$ cat src/rtl/rr_arbiter8_pkg.sv
// Shared definitions for the eight-way round-robin arbiter.
package rr_arbiter8_pkg;

    localparam int unsigned N_REQ = 8;
    localparam int unsigned IDX_W = 3;
    localparam int unsigned CNT_W = 8;

    typedef enum logic {
        IDLE  = 1'b0,
        GRANT = 1'b1
    } state_t;

endpackage

$ cat src/rtl/rr_arbiter8_if.sv
// Request/grant bundle between the requesters (master) and the arbiter (slave).
interface rr_arbiter8_if;
    import rr_arbiter8_pkg::*;

    logic [N_REQ-1:0] req;
    logic [N_REQ-1:0] gnt;
    logic [IDX_W-1:0] gnt_idx;
    logic             gnt_valid;
    logic             hold_timeout;

    modport master (
        output req,
        input  gnt, gnt_idx, gnt_valid, hold_timeout
    );

    modport slave (
        input  req,
        output gnt, gnt_idx, gnt_valid, hold_timeout
    );

endinterface

$ cat src/rtl/decoder3_8.sv
// Shared 3-to-8 one-hot decoder; a is the most significant select bit.
module decoder3_8 (
    input  logic       a,
    input  logic       b,
    input  logic       c,
    output logic [7:0] y_c
);

    always_comb begin
        y_c = 8'b0000_0001 << {a, b, c};
    end

endmodule

$ cat src/rtl/rr_arbiter8.sv
// Round-robin arbiter for eight requesters with an optional per-ownership hold limit.
// Grant is published as a registered index plus a one-hot vector decoded from it.
module rr_arbiter8
    import rr_arbiter8_pkg::*;
#(
    parameter int unsigned MAX_HOLD = 16
) (
    input  logic          clk,
    input  logic          rst,
    rr_arbiter8_if.slave  bus
);

    localparam bit              HOLD_EN   = (MAX_HOLD != 0);
    localparam logic [CNT_W-1:0] HOLD_LAST = HOLD_EN ? CNT_W'(MAX_HOLD - 1) : '0;

    state_t            state_q;
    logic [IDX_W-1:0]  ptr_q;
    logic [IDX_W-1:0]  idx_q;
    logic              valid_q;
    logic              timeout_q;
    logic [CNT_W-1:0]  hold_cnt_q;
    logic [IDX_W-1:0]  winner_c;
    logic [N_REQ-1:0]  onehot_c;

    // First set request strictly after p, wrapping; the owner just served is scanned last.
    function automatic logic [IDX_W-1:0] rr_pick(input logic [N_REQ-1:0] r,
                                                 input logic [IDX_W-1:0] p);
        logic [IDX_W-1:0] cand;
        logic             found;
        rr_pick = p;
        found   = 1'b0;
        for (int unsigned k = 1; k <= N_REQ; k++) begin
            cand = p + IDX_W'(k);
            if (!found && r[cand]) begin
                rr_pick = cand;
                found   = 1'b1;
            end
        end
    endfunction

    always_comb begin
        winner_c = rr_pick(bus.req, ptr_q);
    end

    always_ff @(posedge clk or posedge rst) begin
        if (rst) begin
            state_q    <= IDLE;
            ptr_q      <= IDX_W'(N_REQ - 1);
            idx_q      <= '0;
            valid_q    <= 1'b0;
            timeout_q  <= 1'b0;
            hold_cnt_q <= '0;
        end else begin
            timeout_q <= 1'b0;
            case (state_q)
                IDLE: begin
                    if (|bus.req) begin
                        state_q    <= GRANT;
                        ptr_q      <= winner_c;
                        idx_q      <= winner_c;
                        valid_q    <= 1'b1;
                        hold_cnt_q <= '0;
                    end
                end
                GRANT: begin
                    // Release wins over a coincident hold-limit expiry.
                    if (!bus.req[idx_q]) begin
                        state_q <= IDLE;
                        valid_q <= 1'b0;
                    end else if (HOLD_EN && (hold_cnt_q == HOLD_LAST)) begin
                        state_q   <= IDLE;
                        valid_q   <= 1'b0;
                        timeout_q <= 1'b1;
                    end else if (hold_cnt_q != '1) begin
                        hold_cnt_q <= hold_cnt_q + CNT_W'(1);
                    end
                end
                default: begin
                    state_q <= IDLE;
                    valid_q <= 1'b0;
                end
            endcase
        end
    end

    decoder3_8 u_dec (
        .a   (idx_q[2]),
        .b   (idx_q[1]),
        .c   (idx_q[0]),
        .y_c (onehot_c)
    );

    assign bus.gnt          = onehot_c & {N_REQ{valid_q}};
    assign bus.gnt_idx      = idx_q;
    assign bus.gnt_valid    = valid_q;
    assign bus.hold_timeout = timeout_q;

endmodule

$ cat src/flat_wrapper.sv
// flat-port wrapper written by rule: the top's interface ports become plain ports
module rr_arbiter8_flat import rr_arbiter8_pkg::*;
#(
    parameter int unsigned MAX_HOLD = 16
)
  (clk, rst, bus_req, bus_gnt, bus_gnt_idx, bus_gnt_valid, bus_hold_timeout);
  rr_arbiter8_if bus_i ();
  input  logic clk;
  input  logic rst;
  input wire logic [$bits(bus_i.req)-1:0] bus_req;
  output wire logic [$bits(bus_i.gnt)-1:0] bus_gnt;
  output wire logic [$bits(bus_i.gnt_idx)-1:0] bus_gnt_idx;
  output wire logic [$bits(bus_i.gnt_valid)-1:0] bus_gnt_valid;
  output wire logic [$bits(bus_i.hold_timeout)-1:0] bus_hold_timeout;
  assign bus_i.req = bus_req;
  assign bus_gnt = bus_i.gnt;
  assign bus_gnt_idx = bus_i.gnt_idx;
  assign bus_gnt_valid = bus_i.gnt_valid;
  assign bus_hold_timeout = bus_i.hold_timeout;
  rr_arbiter8 #(.MAX_HOLD(MAX_HOLD)) u_core (.clk(clk), .rst(rst), .bus(bus_i));
endmodule
$ cat config.mk
export PLATFORM = sky130hd
export DESIGN_NAME = rr_arbiter8_flat
export DESIGN_NICKNAME = d
export VERILOG_FILES = /design/src/rtl/rr_arbiter8_pkg.sv /design/src/rtl/rr_arbiter8_if.sv /design/src/rtl/decoder3_8.sv /design/src/rtl/rr_arbiter8.sv /design/src/flat_wrapper.sv
export SDC_FILE = /design/constraint.sdc
export NUM_CORES = 1
export LEC_CHECK = 0
export BUFFER_PORTS_ARGS = -buffer_cell sky130_fd_sc_hd__buf_2
export CAP_MARGIN = 20
export CORE_ASPECT_RATIO = 0.8
export CORE_UTILIZATION = 45
export CTS_BUF_LIST = sky130_fd_sc_hd__clkbuf_4
export CTS_CLUSTER_SIZE = 8
export DETAILED_ROUTE_END_ITERATION = 8
export PLACE_DENSITY = 0.75
export SYNTH_ARGS = -nofsm -noshare
export SYNTH_HDL_FRONTEND = slang
export SYNTH_SLANG_ARGS = --single-unit
$ cat constraint.sdc
create_clock -name clk -period 4.8 [get_ports clk]
set_input_delay 0.48 -clock clk [delete_from_list [all_inputs] [get_ports clk]]
set_output_delay 0.48 -clock clk [all_outputs]
set_load 0.005 [all_outputs]
Word-level counts from Yosys, hierarchy flattened
Cells that the tools add are included.
{"block": "classes", "add_sub_neg": 8, "multipliers": 0, "n_div": 0, "order_cmp": 9, "eq_ne": 7, "shifts": 1, "muxes": 49, "bitwise": 2, "n_reduce_logical": 18}
{"cell": "3-bit by 4-bit less-than comparator with 1-bit output, second input constant", "count": 9}
{"cell": "8-bit two-way mux", "count": 4}
{"cell": "1-bit binary-select mux with 3-bit select", "count": 9}
{"cell": "1-bit two-way mux", "count": 25}
{"cell": "3-bit two-way mux", "count": 8}
{"cell": "8-bit case mux with 2 select lines", "count": 1}
{"cell": "3-bit adder, second input constant", "count": 4}
{"cell": "8-bit by 1-bit adder with 8-bit output, second input constant", "count": 1}
{"cell": "8-bit bitwise AND", "count": 1}
{"cell": "8-bit by 4-bit == test with 1-bit output, second input constant", "count": 1}
{"cell": "8-bit != test, second input constant", "count": 1}
{"cell": "8-bit OR reduction", "count": 1}
{"cell": "1-bit by 3-bit << shifter with 8-bit output, first input constant", "count": 1}
{"cell": "1-bit logical AND", "count": 7}
{"cell": "1-bit zero test", "count": 7}
{"cell": "3-bit by 2-bit adder with 3-bit output, second input constant", "count": 2}
{"cell": "2-bit != test, second input constant", "count": 3}
{"cell": "1-bit case mux with 2 select lines", "count": 2}
{"cell": "2-bit AND reduction", "count": 2}
{"cell": "4-bit AND reduction", "count": 1}
{"cell": "3-bit by 1-bit adder with 3-bit output, second input constant", "count": 1}
{"cell": "3-bit != test, second input constant", "count": 1}
{"cell": "2-bit by 1-bit != test with 1-bit output, second input constant", "count": 1}
{"cell": "1-bit inverter", "count": 1}
{"block": "totals", "ff_bits": 17, "latch_bits": 0, "ram_bits": 0, "rom_bits": 0, "in_bits": 10, "output_inout_bits": 13, "n_memories": 0}

Logic depth before layout (Yosys ltp)
{"block": "depth", "depth_word": 25, "mapped_depth": 11}

Modules after synthesis
Synthesis repeated with hierarchy kept, for this count alone.
{"block": "hier_totals", "hier_cells": 212, "hier_area_um2": 2013.2}
{"module": "rr_arbiter8", "instances": 1, "cells_each": 204, "area_per_inst_um2": 1948.1, "seq_area_each_um2": 429.2}
{"module": "decoder3_8", "instances": 1, "cells_each": 8, "area_per_inst_um2": 65.1, "seq_area_each_um2": 0.0}

Worst setup path after synthesis
No wires, ideal clock.
{"block": "synth_timing", "kind": "register to register", "startpoint": "reg u_core.ptr_q[1]", "endpoint": "reg u_core.ptr_q[1]", "arrival_time_ns": 2.819, "required_ns": 4.725, "slack_ns": 1.906, "path_stages_with_launch": 12, "n_path_buf": 3, "period_less_slack_ns": 2.894, "cell_sequence": "dfstp_2 -> buf_6 -> inv_1 -> ha_1 -> buf_2 -> buf_2 -> mux4_2 -> nand2_1 -> nand4_1 -> a31o_1 -> a311o_1 -> a2bb2oi_1"}
{"block": "synth_via", "elab_chain_len": 25, "word_cells_on_any_way": 52, "classes_between": "add/sub (7); mux (31); reduce/logical (14)"}
{"element": "start, declared", "line": "rr_arbiter8.sv:17", "source": "logic [IDX_W-1:0] ptr_q;"}
{"element": "start signal, assigned", "line": "rr_arbiter8.sv:48", "source": "ptr_q <= IDX_W'(N_REQ - 1);"}
{"element": "start signal, assigned", "line": "rr_arbiter8.sv:59", "source": "ptr_q <= winner_c;"}
{"element": "3-bit by 1-bit adder with 3-bit output", "line": "rr_arbiter8.sv:33", "source": "cand = p + IDX_W'(k);"}
{"element": "1-bit binary-select mux with 3-bit select", "line": "rr_arbiter8.sv:34", "source": "if (!found && r[cand]) begin"}
{"element": "1-bit two-way mux (implied by the code)", "line": "rr_arbiter8.sv:34"}
{"element": "1-bit two-way mux", "line": "rr_arbiter8.sv:34"}
{"element": "1-bit zero test", "line": "rr_arbiter8.sv:34"}
{"element": "1-bit logical AND", "line": "rr_arbiter8.sv:34"}
{"element": "1-bit two-way mux", "line": "rr_arbiter8.sv:34"}
{"element": "1-bit zero test", "line": "rr_arbiter8.sv:34"}
{"element": "(+9 left out)"}
{"element": "1-bit logical AND", "line": "rr_arbiter8.sv:34"}
{"element": "1-bit two-way mux", "line": "rr_arbiter8.sv:34"}
{"element": "1-bit zero test", "line": "rr_arbiter8.sv:34"}
{"element": "1-bit logical AND", "line": "rr_arbiter8.sv:34"}
{"element": "1-bit two-way mux", "line": "rr_arbiter8.sv:34"}
{"element": "1-bit zero test", "line": "rr_arbiter8.sv:34"}
{"element": "1-bit logical AND", "line": "rr_arbiter8.sv:34"}
{"element": "3-bit two-way mux *", "line": "rr_arbiter8.sv:34"}
Mark *: on every way between the ends. The rest lies on a longest branch, timed or not. The select of a mux whose other input is x is not followed.
A chain may end at the register's enable or synchronous reset.

Worst setup path after layout
Same ends and word-level chain as after synthesis.

==> flow_summary_export.csv <==
group,metric,value,unit
logic_synthesis,synth.cell_area,1906,sq um
clocking,cts_made_buffers,3,
cells_and_area,most_common_cell_after_layout_fill_and_taps_aside,"sky130_fd_sc_hd__buf_2",
global_route,antenna_found_initial,0,
global_route,grt_overflow,0,
cells_and_area,layout-drive-gt1-share,0.2584,
clocking,cts_resized,0,
routing,routed_length_on_met2,1761,um
logic_synthesis,most_used_dff_post_synth,"sky130_fd_sc_hd__dfrtp_1",
routing,dr.first_iter.drc_count,109,
routing,ant_nets,0,
logic_synthesis,syn_avg_cell_area,9.722,sq um
run_status,run_status,"complete, no violations",
clocking,clock_latency,0.29,ns
routing,post_drt_wl_per_cell,15.81,um
cells_and_area,final_net_count,223,
critical_path,worst-endpoint-arrival,3.68,ns
critical_path,worst_setup_path_end_kind,"flip-flop",
cells_and_area,most-common-layout-cells,"sky130_fd_sc_hd__buf_2, sky130_fd_sc_hd__nor2_1, sky130_fd_sc_hd__nand2_1, sky130_fd_sc_hd__dfrtp_1",
critical_path,crit_path_max_fanout,16,
logic_synthesis,asyncSetResetFlopFracSynth,1.000,
clocking,cts.clk_slew.worst_paths,0.09,ns
cells_and_area,total_inserted_antenna_cells,0,
logic_synthesis,synth_edf_count,0,
global_route,grt_start_max_net_pins,18,
placed_design,detailedPlace.worstSlack,1.386,ns
critical_path,rr_worst_depth,8,
pwr,power_leakage,0.0008718,uW
floorplanning,die_h,60.21,um
clocking,tritoncts,"done",
timing,worstMarginPinSlew,0.8531,ns
critical_path,critPathSlowestCell,"sky130_fd_sc_hd__dfstp_2",
routing,wl,4174,um
timing,relative_max_transition_margin,0.4313,
logic_synthesis,seq_area_frac_synth,0.2252,
cells_and_area,layout-area-overhead-vs-synth,6.632,%
routing,met3_length,253,um
flow_run,maxCapViolCount,0,
critical_path,critical_path_depth,8,
routing,drc_errors,0,
floorplanning,floorplan.initialDensity,0.4850,
timing,period_minus_slack,3.454,ns
clocking,postCtsHoldBufs,0,
critical_path,start_kind,"flip-flop",
logic_synthesis,yosys_register_bits,17,
placed_design,post-dp-hpwl,3102,um
critical_path,critPathRequiredTime,5.03,ns
timing,period_share,0.7195,
critical_path,worstSetupPathType,"flip-flop to flip-flop",
timing,tns,0,ns
floorplanning,number_of_i_o_pins,23,
floorplanning,fp-row-count,20,
logic_synthesis,mappedNetlistNets,209,
timing,finalHoldViolCount,0,
timing,fmax,289.5,MHz
timing,slew_violations,0,
routing,drt-met1-wl,2149,um
critical_path,timing.critical_path.slowest_cell_delay,0.78,ns
clocking,max-clock-path-buffers,2,
global_route,grt_util_all_layers,0.2104,
routing,dr.max_layer_used,"met4",
placed_design,place_congestion,0.9073,
timing,final_setup_slack_of_the_worst_path,1.346,ns
floorplanning,core_area,3929,sq um
timing,rsz0062_at_grt,"false",
critical_path,worstPathBufferInverterCount,1,
pwr,p_per_area,780.7,nW/um^2
clocking,postCtsSetupBuffers,0,
logic_synthesis,synthCells,196,
placed_design,port-buffer-count,22,
routing,routed_via_density,6.045,
timing,clock-skew-final,0.001345,ns
pwr,irDropWorstVdd,0.3464,mV
min_path,timing.hold.worst.class,"input port to asynchronous set/reset pin",
critical_path,cp_cell_sequence,"inv_1, ha_1, mux2_1, mux4_2, a21boi_0, a221oi_1, a311o_1, a2bb2oi_1",
routing,dr_total_vias,1596,
clocking,cts.sink_count,17,
routing,first_pass_iters,4,
global_route,grt_first_pass_wirelength,7093,um
floorplanning,overall_die_area,4501,sq um
logic_synthesis,synthesis.yosys.warnings,0,
logic_synthesis,number_of_distinct_library_cells_after_synthesis,53,
cells_and_area,nFillCells,379,
critical_path,critical_path.top_delay_family,"multiplexers",
clocking,ctsRootBufferMaster,"sky130_fd_sc_hd__clkbuf_4",
global_route,first_global_vias,1473,
floorplanning,die_w,74.76,um
clocking,h-tree-depth,1,
timing,final_setup_violating_endpoints,0,
==> metal layers <==
| layer | up-vias | global-route usage |
|---|---|---|
| met1 | 773 | 0.3383 |
| met2 | 44 | 0.2947 |
| met4 | 0 | 0.03235 |
| met3 | 3 | 0.03710 |
| li1 | 776 | - |
| met5 | - | 0 |
==> cells by family after synthesis <==
family	count (synthesis)	synth area share
AOI/OAI and AO/OA	40	0.1484
xor gates and xnor gates	6	0.04137
adders and majority gates	3	0.01970
buffers and inverters	23	0.06303
DFF	17	0.2252
muxes	31	0.2909
and+or+nand+nor	76	0.2114
==> state kept, by name (all words and copies together) (netlist names) <==
name and cells:
u_core.bus.gnt_valid 1, u_core.bus.gnt_idx 3, u_core.bus.hold_timeout 1, u_core.state_q 1
u_core.ptr_q 3, u_core.hold_cnt_q 8
==> power by group <==
group          leakage (uW)  internal (uW)  switching, uW  total (uW)
Sequential         0.000212            205            131         336
Combinational      0.000642            561            607        1170
Clock             0.0000184           38.0           44.7        82.7
Total              0.000872            804            782        1590
==> final timing paths <==
path                                      start              endpoint  slack, ns
setup / recovery                u_core.ptr_q[1]       u_core.ptr_q[1]       1.35
hold / removal                              rst  u_core.hold_cnt_q[3]       0.26
setup reg to reg                u_core.ptr_q[1]       u_core.ptr_q[1]       1.35
hold reg to reg            u_core.hold_cnt_q[6]  u_core.hold_cnt_q[6]       0.58
max in group asynchronous                   rst  u_core.hold_cnt_q[2]       4.13
min in group clk           u_core.hold_cnt_q[6]  u_core.hold_cnt_q[6]       0.58
==> synthesized netlist by cell type (2+ instances only) <==
master | count | share of area
sky130_fd_sc_hd__clkbuf_1 | 4 | 0.0079
sky130_fd_sc_hd__buf_4 | 4 | 0.016
sky130_fd_sc_hd__nor3_1 | 5 | 0.013
sky130_fd_sc_hd__mux2_1 | 4 | 0.024
sky130_fd_sc_hd__a211oi_1 | 2 | 0.0079
sky130_fd_sc_hd__o21ai_1 | 2 | 0.0053
sky130_fd_sc_hd__nor2b_1 | 2 | 0.0066
sky130_fd_sc_hd__ha_1 | 3 | 0.020
sky130_fd_sc_hd__and3_1 | 4 | 0.013
sky130_fd_sc_hd__a311oi_1 | 3 | 0.014
sky130_fd_sc_hd__a31o_2 | 4 | 0.018
sky130_fd_sc_hd__a31oi_1 | 2 | 0.0066
sky130_fd_sc_hd__buf_2 | 3 | 0.0079
sky130_fd_sc_hd__o21ai_0 | 7 | 0.018
sky130_fd_sc_hd__mux2i_1 | 7 | 0.037
sky130_fd_sc_hd__a21boi_0 | 2 | 0.0079
sky130_fd_sc_hd__xor2_1 | 2 | 0.0092
sky130_fd_sc_hd__a21oi_1 | 7 | 0.018
sky130_fd_sc_hd__xnor2_1 | 2 | 0.0092
sky130_fd_sc_hd__mux4_1 | 6 | 0.083
sky130_fd_sc_hd__mux4_2 | 9 | 0.11
sky130_fd_sc_hd__nand4_1 | 5 | 0.016
sky130_fd_sc_hd__mux2i_4 | 2 | 0.024
sky130_fd_sc_hd__mux2_2 | 3 | 0.018
sky130_fd_sc_hd__nor4_1 | 3 | 0.0099
sky130_fd_sc_hd__dfrtp_1 | 14 | 0.18
sky130_fd_sc_hd__inv_1 | 9 | 0.018
sky130_fd_sc_hd__nand2_1 | 19 | 0.037
sky130_fd_sc_hd__nand3_1 | 5 | 0.013
sky130_fd_sc_hd__nor2_1 | 20 | 0.039
sky130_fd_sc_hd__buf_6 | 2 | 0.012
sky130_fd_sc_hd__a221oi_1 | 2 | 0.0092
sky130_fd_sc_hd__nand2b_1 | 5 | 0.016
sky130_fd_sc_hd__dfstp_2 | 3 | 0.041
sky130_fd_sc_hd__and2_1 | 2 | 0.0066
==> stage by stage <==
stage          cells  cell area [sq um]  total power [uW]  hold slack (ns)  utilization
6_report         264               2032              1586           0.2608       0.5172
3_3_place_gp     260               2002              1480           0.5526       0.5096
2_1_floorplan    196               1906              1309           0.4039            -
4_1_cts          264               2032              1584           0.2893       0.5172
3_5_place_dp     260               2002              1496           0.5601       0.5096
5_1_grt          264               2032              1726           0.3199       0.5172
==> final cells by class <==
| class | instances | area, sq um | share of cell area |
|---|---|---|---|
| flip-flops and latches | 17 | 429.2 | 0.2112 |
| clock buffers | 4 | 30.03 | 0.01478 |
| well taps | 55 | 68.82 | 0.03387 |
| repair buffers | 22 | 110.1 | 0.05419 |
| inverters | 10 | 37.54 | 0.01847 |
| multi-input cells | 156 | 1356 | 0.6675 |
(Power assumes the default switching activity.)
